--- config.mk ---
export PLATFORM = sky130hd
export DESIGN_NAME = csa_result_accumulator
export DESIGN_NICKNAME = d
export VERILOG_FILES = /design/src/rtl/csa_result_accumulator.sv
export SDC_FILE = /design/constraint.sdc
export NUM_CORES = 1
export LEC_CHECK = 0
export CAP_MARGIN = 20
export CORE_UTILIZATION = 53
export DETAILED_ROUTE_END_ITERATION = 7
export PLACE_DENSITY = 0.81
export SLEW_MARGIN = 15
export SYNTH_ARGS = -nofsm -noshare
export SYNTH_HDL_FRONTEND = slang
export SYNTH_SLANG_ARGS = --single-unit
--- constraint.sdc ---
create_clock -name clk -period 2.8 [get_ports clk]
set_input_delay 0.56 -clock clk [delete_from_list [all_inputs] [get_ports clk]]
set_output_delay 0.56 -clock clk [all_outputs]
set_load 0.005 [all_outputs]
--- src/rtl/csa_result_accumulator.sv ---
// csa_result_accumulator: collects {cout_in, sum_in} samples from the 8-bit
// carry-skip adder, sums a programmed number of them and hands the total,
// sample count and sticky overflow flag to a consumer over a valid/ready pair.
// Optional build macro: CSA_ACC_SATURATE_EN. When it is defined, the total
// clamps at all-ones on overflow. When it is undefined, the total wraps.
module csa_result_accumulator #(
  parameter int ACC_W = 16,
  parameter int LEN_W = 8
) (
  input  logic             clk,
  input  logic             rst_n,
  input  logic             start,
  input  logic [LEN_W-1:0] len,
  input  logic             in_valid,
  output logic             in_ready,
  input  logic [7:0]       sum_in,
  input  logic             cout_in,
  output logic             out_valid,
  input  logic             out_ready,
  output logic [ACC_W-1:0] total,
  output logic [LEN_W-1:0] count,
  output logic             ovf,
  output logic             busy
);

  typedef enum logic [1:0] {
    IDLE  = 2'd0,
    ACCUM = 2'd1,
    DONE  = 2'd2
  } state_t;

  state_t           state, state_nx;
  logic [ACC_W-1:0] total_q, total_nx;
  logic [LEN_W-1:0] count_q, count_nx;
  logic [LEN_W-1:0] remain_q, remain_nx;
  logic             ovf_q, ovf_nx;
  logic [ACC_W:0]   sum_ext;
  logic             carry;
  logic             launch;

  // Sample is zero-extended to ACC_W+1 bits so the top bit is the carry out.
  assign sum_ext = {1'b0, total_q} + {{(ACC_W-8){1'b0}}, cout_in, sum_in};
  assign carry   = sum_ext[ACC_W];

  // A start is honoured in IDLE, or in DONE together with the result transfer.
  assign launch = start && ((state == IDLE) || ((state == DONE) && out_ready));

  // Next-state and datapath update.
  always_comb begin
    state_nx  = state;
    total_nx  = total_q;
    count_nx  = count_q;
    remain_nx = remain_q;
    ovf_nx    = ovf_q;
    case (state)
      IDLE: ;
      ACCUM: begin
        if (in_valid) begin
`ifdef CSA_ACC_SATURATE_EN
          total_nx = (carry || ovf_q) ? '1 : sum_ext[ACC_W-1:0];
`else
          total_nx = sum_ext[ACC_W-1:0];
`endif
          ovf_nx    = ovf_q | carry;
          count_nx  = count_q + LEN_W'(1);
          remain_nx = remain_q - LEN_W'(1);
          if (remain_q == LEN_W'(1)) state_nx = DONE;
        end
      end
      DONE: begin
        if (out_ready) state_nx = IDLE;
      end
      default: state_nx = IDLE;
    endcase
    // A launch overrides the plain IDLE/DONE transitions above.
    if (launch) begin
      total_nx  = '0;
      count_nx  = '0;
      ovf_nx    = 1'b0;
      remain_nx = len;
      state_nx  = (len != '0) ? ACCUM : DONE;
    end
  end

  // State and datapath registers; reset discards any run in progress.
  always_ff @(posedge clk or negedge rst_n) begin
    if (!rst_n) begin
      state    <= IDLE;
      total_q  <= '0;
      count_q  <= '0;
      remain_q <= '0;
      ovf_q    <= 1'b0;
    end else begin
      state    <= state_nx;
      total_q  <= total_nx;
      count_q  <= count_nx;
      remain_q <= remain_nx;
      ovf_q    <= ovf_nx;
    end
  end

  // Handshake flags are pure decodes of the registered state.
  always_comb begin
    in_ready  = (state == ACCUM);
    out_valid = (state == DONE);
    busy      = (state != IDLE);
    total     = total_q;
    count     = count_q;
    ovf       = ovf_q;
  end

endmodule
# Word level (Yosys, flattened, before mapping)
# Index checks and enable logic that the tools add are counted.
# word_totals
in_bits,22
latch_bits,0
ram_bits,0
ff_bits,35
wordCells,44
mem_bits_ro,0
n_memories,0
output_inout_bits,28
# classes
n_eq_ne,7
addsub,3
bitwise_logic,1
n_div,0
n_reduce_logical,10
n_shift,0
order_cmp,0
n_mul,0
n_mux,18
# ops
op,n
$mux W16,3
$mux W8,6
$add A16 B9 Y17,1
$mux W2,5
$add A8 B1 Y8 const B,1
$eq A8 B1 Y1 const B,1
$reduce_bool A8 Y1,1
$sub A8 B1 Y8 const B,1
$ne A3 B1 Y1 const B,2
$pmux W2 S3,1
$reduce_bool A2 Y1,3
$reduce_and A4 Y1,1
$mux W1,3
$ne A3 B2 Y1 const B,1
$eq A2 B1 Y1 const B,1
$eq A2 B2 Y1 const B,1
$logic_and A1 B1 Y1,2
$logic_not A2 Y1,1
$ne A2 B2 Y1 const B,1
$reduce_and A2 Y1,1
$logic_or A1 B1 Y1,1
$or A1 B1 Y1,1

# Longest topological paths before layout
# Gate-level depths: netlist (run 1).
# logic_depth
depth_word,6
depth_mapped,8
mapped_depth_nobuf,8

# Worst setup path after synthesis (run 1)
# OpenSTA, ideal clock, no wires.
# synth_path
kind,input -> register
from,input port sum_in[0]
to,"register ovf_q, in the netlist ovf"
setup_ns,0.095
path_slack_ns,0.672
required_ns,2.705
arrival_ns,2.032
path_buffers,0
cell_stages,8
path_cell_list,ha_1 inv_1 fa_1 nor2b_1 o31ai_1 and2_1 a211o_1 o31ai_1
# synth_between
elab_chain_len,5
# synth_rtl
item,line,source
"start, declared",16,"input logic [7:0] sum_in,"
$add A16 B9 Y17,42,"assign sum_ext = {1'b0, total_q} + {{(ACC_W-8){1'b0}}, cout_in, sum_in};"
$or A1 B1 Y1,64,ovf_nx = ovf_q | carry;
$mux W1,58,if (in_valid) begin
$mux W1,55,case (state)
$mux W1,76,if (launch) begin
"end signal, assigned",98,ovf_q <= ovf_nx;
"end, declared",36,"logic ovf_q, ovf_nx;"
# Every way passes these cells. The select of a mux whose other input is x is not followed.
# A chain may end at the register's enable or synchronous reset.

# Worst setup path after layout (run 1)
# Ends and elaborated chain as after synthesis.

==> impl_results.md, run 1 <==
- Remaining antenna violation count after routing: 0
- CTS Root Cell: clkbuf_8
- Yosys warns: 0
- H-tree depth: 2
- Clk sink count: 35
- DP Worst Slack: 0.0263 ns
- Crit path max-delay family: compound AO/OA/AOI/OAI gates
- CTS Buf Count: 5
- Routed wire length: 4650 um
- Die Area: 0.00417 mm2
- Clock-pin slew on the worst setup and hold paths: 0.07 ns
- Initial Util: 55.9%
- Worst-Skew Late Latency: 0.29 ns
- Fin util: 73.3%
- Flop and latch count out of synthesis: 35
- Layout cells sized above 1: 6.36%
- Signal arrival time at the worst endpoint: 2.67 ns
- Setup violators final: 0
- WP data required: 3.00 ns
- Pre-Repair DR Iteration Count: 5
- Setup bufs post-CTS: 0
- Diode count: 0
- # rows: 22
- PwrDens: 849 mW/mm2
- Final Hold Fails: 0
- Setup Skew: 0.00626 ns
- Tmin final: 2.47 ns
- Unrepaired setup endpoints after global routing: false
- Crit-path slowest cell: clkdlybuf4s50_1
- GRT Total Usage: 25.7%
- Syn Inst Count: 227
- Kind of critical path: primary input to register
- Number of cells after detailed placement: 323
- Leakage: 1.18 nW
- Die W: 64.6 um
- CP Max Fanout: 3
- TritonCTS clock tree: done
- Post-synth cell types: 48
- Maximum vdd drop: 437 uV
- Status: completed
- Worst hold slack: 0.490 ns
- Worst Slack Setup Final: 0.332 ns
- Crit. End Element: register
- # hold bufs at CTS: 0
- Reg2reg end: ovf$_DFFE_PN0P_
- Global-route wire length before repair: 8260 um
- CP Cell Sequence: clkdlybuf4s50_1 > ha_1 > inv_1 > fa_1 > nor2b_1 > o31ai_1 > and2_1 > a211o_1 > o31ai_1
- Max-slew violations: 0
- Most Frequent Cell on Critical Path: o31ai_1
- Slowest cell delay on critical path: 0.46 ns
- CP startpoint kind: primary input
- Vias per cell: 5.68
- Initial antenna violation count: 0
- Reg2reg setup slack: 0.67 ns
- Vias: 1880
- Overflow after GRT: 0
- Synth-to-layout area growth: 31.3%
- Routed len/inst: 14.1 um
- CTS Buffer Depth: 2
- WP depth: 9
- Fin nets: 317
- Post-synth EDFFs: 0
- Number of global-route vias before repair: 1815
- Max Cap Viol: 0
- Mean Syn Cell Area: 9.14 um2
- Largest net degree at the start of global routing: 36
- Layout fillers: 290
- Crit path from: sum_in[0]
- Sequential cell area fraction in the yosys report: 42.2%
- Fmax: 0.405 GHz
- Die Y: 64.6 um
- Post_cts resized: 0
- Initial DRC count: 170
- DP HPWL: 3430 um
- # DRC: 0
- Syn nets: 262
- Reg2reg path depth: 8
- Setup TNS: 0 ns
- Worst Hold Class: register to register
- Post-synth top flop: dfrtp_1
- Fin crit share: 88.1%
- Gpl congestion: 0.927
- Worst path bufs/invs: 2
- Core area: 0.00372 mm2
- Worst setup path end: ovf$_DFFE_PN0P_
- Fin cells: 331
- Top Ports: 50
- Slew HR: 70.2%
- Synthesized cell area: 0.00208 mm2
- Slew @ Worst Pin: 0.447 ns
- Async SR Flop Fraction: 100%
- Reg-to-Reg Start: total[0]$_DFFE_PN0P_
- Port bufs: 49
==> flip-flops by register name, summed over array words and instances, names as in the netlist <==
name / cells
ovf: 1
total: 16
count: 8
state: 2
remain_q: 8
==> stage by stage <==
step	power (W)	cell area, um2
3_3_place_gp	0.00193	2640
4_1_cts	0.00233	2730
6_report	0.00231	2730
3_5_place_dp	0.00195	2640
2_1_floorplan	0.00150	2080
5_1_grt	0.00252	2730
==> synth_stat cells (all sizes together) (5+ instances only) <==
master | count | area, um2
a21oi | 14 | 70.1
o21ai | 20 | 100
nand2b | 5 | 31.3
nand2 | 32 | 120
nor2 | 17 | 63.8
ha | 12 | 150
nor3 | 5 | 30.0
inv | 7 | 26.3
a32oi | 5 | 43.8
xor2 | 8 | 70.1
nand3 | 5 | 25.0
dfrtp | 35 | 876
o211ai | 5 | 37.5
==> kinds of logic after synthesis <==
family	count (synthesis)	synth area share (%)
flops	35	42.2
buf+inv	13	2.41
simple gates	87	20.4
compound gates	64	20.3
mux	3	1.45
xor+xnor	12	5.06
fa+ha+maj	13	8.20
==> cell usage in the layout (no fill, tap or decap), drive strengths merged, types with 2 or more instances in the layout <==
cell / netlist / routed
nand4: 4 / 4
nor3: 5 / 5
nand2b: 5 / 5
clkdlybuf4s50: 0 / 49
xnor2: 4 / 4
a221o: 2 / 2
nor2b: 3 / 3
nand2: 32 / 32
or3: 4 / 4
ha: 12 / 12
o211ai: 5 / 5
a32oi: 5 / 5
a22o: 2 / 2
dfrtp: 35 / 35
clkbuf: 4 / 6
or2: 2 / 2
a21o: 2 / 2
nor4: 3 / 3
xor2: 8 / 8
and2: 2 / 2
and3: 3 / 3
a21oi: 14 / 14
o31ai: 3 / 3
mux2i: 3 / 3
nand3: 5 / 5
nor2: 17 / 17
inv: 7 / 7
o21ai: 20 / 20
buf: 2 / 5
==> per-layer routing <==
| layer | routed length, um | up-vias | GRT usage [%] |
|---|---|---|---|
| li1 | - | 935 | - |
| met1 | 2180 | 875 | 34.2 |
| met2 | 2170 | 60 | 40.0 |
| met3 | 240 | 10 | 5.99 |
| met4 | 70 | 0 | 10.6 |
| met5 | 0 | - | 0 |
==> layout make-up <==
class | instances | area, um2 | area share (%)
clock buffer | 6 | 72.6 | 2.66
clock inverter | 2 | 12.5 | 0.459
inverter | 7 | 26.3 | 0.964
multi-input combinational | 179 | 1150 | 42.2
sequential | 35 | 876 | 32.1
tap | 48 | 60.1 | 2.20
timing repair buffer | 54 | 528 | 19.4
==> worst register-to-register path, delay by kind of cell, from the launching register on <==
family          cells  cell delay (ns)
compound gates      3             0.64
buf+inv             1             0.06
fa+ha+maj           2             0.60
simple gates        2             0.35
flops               1             0.38
==> worst min-delay path by stage <==
stage,end,from,cells past startpoint
after floorplan,count[0]$_DFFE_PN0P_,rst_n,0
after global placement,ovf$_DFFE_PN0P_,ovf$_DFFE_PN0P_,2
final,ovf$_DFFE_PN0P_,ovf$_DFFE_PN0P_,2
after CTS,ovf$_DFFE_PN0P_,ovf$_DFFE_PN0P_,2
after detailed placement,ovf$_DFFE_PN0P_,ovf$_DFFE_PN0P_,2
after global routing,ovf$_DFFE_PN0P_,ovf$_DFFE_PN0P_,2
==> power by group <==
part | switching [W] | internal (W) | total [W]
clock | 0.000191 | 0.000174 | 0.000365
sequential | 0.000162 | 0.000656 | 0.000818
combinational | 0.000571 | 0.000560 | 0.00113
Power figures use the tool's default switching activity.
==> inputs of run 2 (changes only) <==
--- a/config.mk
+++ b/config.mk
@@ -6,7 +6,9 @@
 export NUM_CORES = 1
 export LEC_CHECK = 0
 export CAP_MARGIN = 20
-export CORE_UTILIZATION = 53
+export CELL_PAD_IN_SITES_DETAIL_PLACEMENT = 1
+export CELL_PAD_IN_SITES_GLOBAL_PLACEMENT = 1
+export CORE_UTILIZATION = 40
 export DETAILED_ROUTE_END_ITERATION = 7
 export PLACE_DENSITY = 0.81
 export SLEW_MARGIN = 15
==> impl_results.md, run 2 (synthesis gave the netlist of run 1 again) <==
- Area taken by multi-input logic gates: 0.00115 mm2 (unchanged)
- Setup violators final: 0 (unchanged)
- Clock-pin slew on the worst setup and hold paths: 0.07 ns (about the same)
- TritonCTS clock tree: done (unchanged)
- Most Frequent Cell on Critical Path: o31ai_1 (unchanged)
- Final Hold Fails: 0 (unchanged)
- Fmax: 0.398 GHz (was 0.405 GHz)
- Gpl congestion: 0.805 (was 0.927)
- Commonest non-fill, non-tap cell in the layout: clkdlybuf4s50_1 (unchanged)
- Setup bufs post-CTS: 0 (unchanged)
- CTS Buffer Depth: 2 (unchanged)
- Max Cap Viol: 0 (unchanged)
- Kind of critical path: primary input to register (unchanged)
- Diode count: 0 (unchanged)
- Leakage: 1.20 nW (was 1.18 nW)
- Slowest cell delay on critical path: 0.46 ns (about the same)
- Placement Cell Area: 0.00267 mm2 (was 0.00264 mm2)
- Initial Util: 42.8% (was 55.9%)
- WP data required: 3.00 ns (about the same)
- Worst hold slack: 0.481 ns (was 0.490 ns)
- Maximum vdd drop: 426 uV (was 437 uV)
- Die Y: 74.0 um (was 64.6 um)
- Clk sink count: 35 (unchanged)
- Pre-Repair DR Iteration Count: 4 (was 5)
- Worst-Skew Late Latency: 0.30 ns (was 0.29 ns)
- Worst Hold Class: register to register (unchanged)
- Layout fillers: 571 (was 290)
- Die W: 74.0 um (was 64.6 um)
- Post_cts resized: 0 (unchanged)
- Most frequent cells in the layout: 49 x clkdlybuf4s50_1, 35 x dfrtp_1, 32 x nand2_1 (unchanged)
- GRT Total Usage: 23.8% (was 25.7%)
- Status: completed (unchanged)
- Setup Skew: 0.00479 ns (was 0.00626 ns)
- DP HPWL: 4200 um (was 3430 um)
- Number of flip-flops in the largest register: 16 (unchanged)
- CTS Buf Count: 5 (unchanged)
- Core area: 0.00485 mm2 (was 0.00372 mm2)
- # hold bufs at CTS: 0 (unchanged)
- Vias per cell: 5.62 (was 5.68)
- Routed wire length: 5910 um (was 4650 um)
- Max-slew violations: 0 (unchanged)
- Fin crit share: 89.7% (was 88.1%)
- Overflow after GRT: 0 (unchanged)
- Signal arrival time at the worst endpoint: 2.71 ns (was 2.67 ns)
- CTS Root Cell: clkbuf_8 (unchanged)
- # DRC: 0 (unchanged)
- Unrepaired setup endpoints after global routing: false (unchanged)
- Port bufs: 49 (unchanged)
- Crit path max-delay family: compound AO/OA/AOI/OAI gates (unchanged)
- Crit-path slowest cell: clkdlybuf4s50_1 (unchanged)
- Remaining antenna violation count after routing: 0 (unchanged)
- Die Area: 0.00548 mm2 (was 0.00417 mm2)
- Fin util: 57.4% (was 73.3%)
- Slew @ Worst Pin: 0.475 ns (was 0.447 ns)
- Initial DRC count: 95 (was 170)
- CP startpoint kind: primary input (unchanged)
- CP Max Fanout: 3 (unchanged)
- H-tree depth: 2 (unchanged)
- Worst path bufs/invs: 2 (unchanged)
- Crit. End Element: register (unchanged)
- Number of global-route vias before repair: 1975 (was 1815)
- Post-route cell area: 0.00278 mm2 (was 0.00273 mm2)
- Fin nets: 318 (was 317)
- Tmin final: 2.51 ns (was 2.47 ns)
- # rows: 25 (was 22)
- Synth-to-layout area growth: 34.1% (was 31.3%)
- Vias: 1974 (was 1880)
- Register area: 876 um2 (unchanged)
- PwrDens: 896 mW/mm2 (was 849 mW/mm2)
- CP Cell Sequence: clkdlybuf4s50_1 > ha_1 > inv_1 > fa_1 > nor2b_1 > o31ai_1 > and2_1 > a211o_1 > o31ai_1 (unchanged)
- Initial antenna violation count: 0 (unchanged)
- Largest net degree at the start of global routing: 36 (unchanged)
- Slew HR: 68.3% (was 70.2%)
- Global-route wire length before repair: 9840 um (was 8260 um)
- Top Ports: 50 (unchanged)
- Routed len/inst: 16.8 um (was 14.1 um)
- Layout cells sized above 1: 7.04% (was 6.36%)
-- run 2: report_power, final --
| group | internal, W | total [W] | switching, W |
|---|---|---|---|
| Clock | 0.000265 | 0.000467 | 0.000202 |
| Combinational | 0.000569 | 0.00120 | 0.000634 |
| Sequential | 0.000655 | 0.000824 | 0.000169 |
-- run 2: worst register-to-register path, cell delays in order (launching register included) --
cell and delay (ns):
dfrtp_1 0.41, ha_1 0.22, inv_1 0.08, fa_1 0.21
nor2b_1 0.07, o31ai_1 0.39, a21oi_1 0.14, or3_1 0.32
a32o_1 0.25
-- run 2: final cells by class --
| type | instances | area share, % |
|---|---|---|
| multi-input cells | 179 | 41.3 |
| inverters | 7 | 0.944 |
| clock inverters | 3 | 1.57 |
| well taps | 67 | 3.01 |
| flip-flops and latches | 35 | 31.5 |
| repair buffers | 55 | 19.2 |
| clock buffers | 5 | 2.47 |
-- run 2: per-stage QoR --
stage                     power [W]  setup TNS [ns]  std cells  worst slack, ns
final                       0.00249               0        351            0.287
after detailed placement    0.00201         -0.0101        343          -0.0101
after global placement      0.00197               0        343           0.0892
after CTS                   0.00251               0        351            0.296
after floorplan             0.00150               0        227            0.672
after global routing        0.00268               0        351            0.122
-- run 2: final timing paths --
kind                                         end                  from  slack [ns]  cells after the start
hold / removal                   ovf$_DFFE_PN0P_       ovf$_DFFE_PN0P_        0.48                      2
max in group asynchronous  total[14]$_DFFE_PN0P_                 rst_n        1.79                      2
hold reg to reg                  ovf$_DFFE_PN0P_       ovf$_DFFE_PN0P_        0.48                      2
setup reg to reg            total[8]$_DFFE_PN0P_  total[0]$_DFFE_PN0P_        0.61                      8
min in group asynchronous   total[1]$_DFFE_PN0P_                 rst_n        0.68                      2
setup / recovery                 ovf$_DFFE_PN0P_             sum_in[0]        0.29                      9
-- run 2: metal layers --
layer	up-vias	global-route usage [%]	share of wire, %
met3	5	4.47	3.6
met5	-	0	0
li1	938	-	-
met1	988	30.8	46
met2	43	41.8	50
met4	0	4.49	0.71
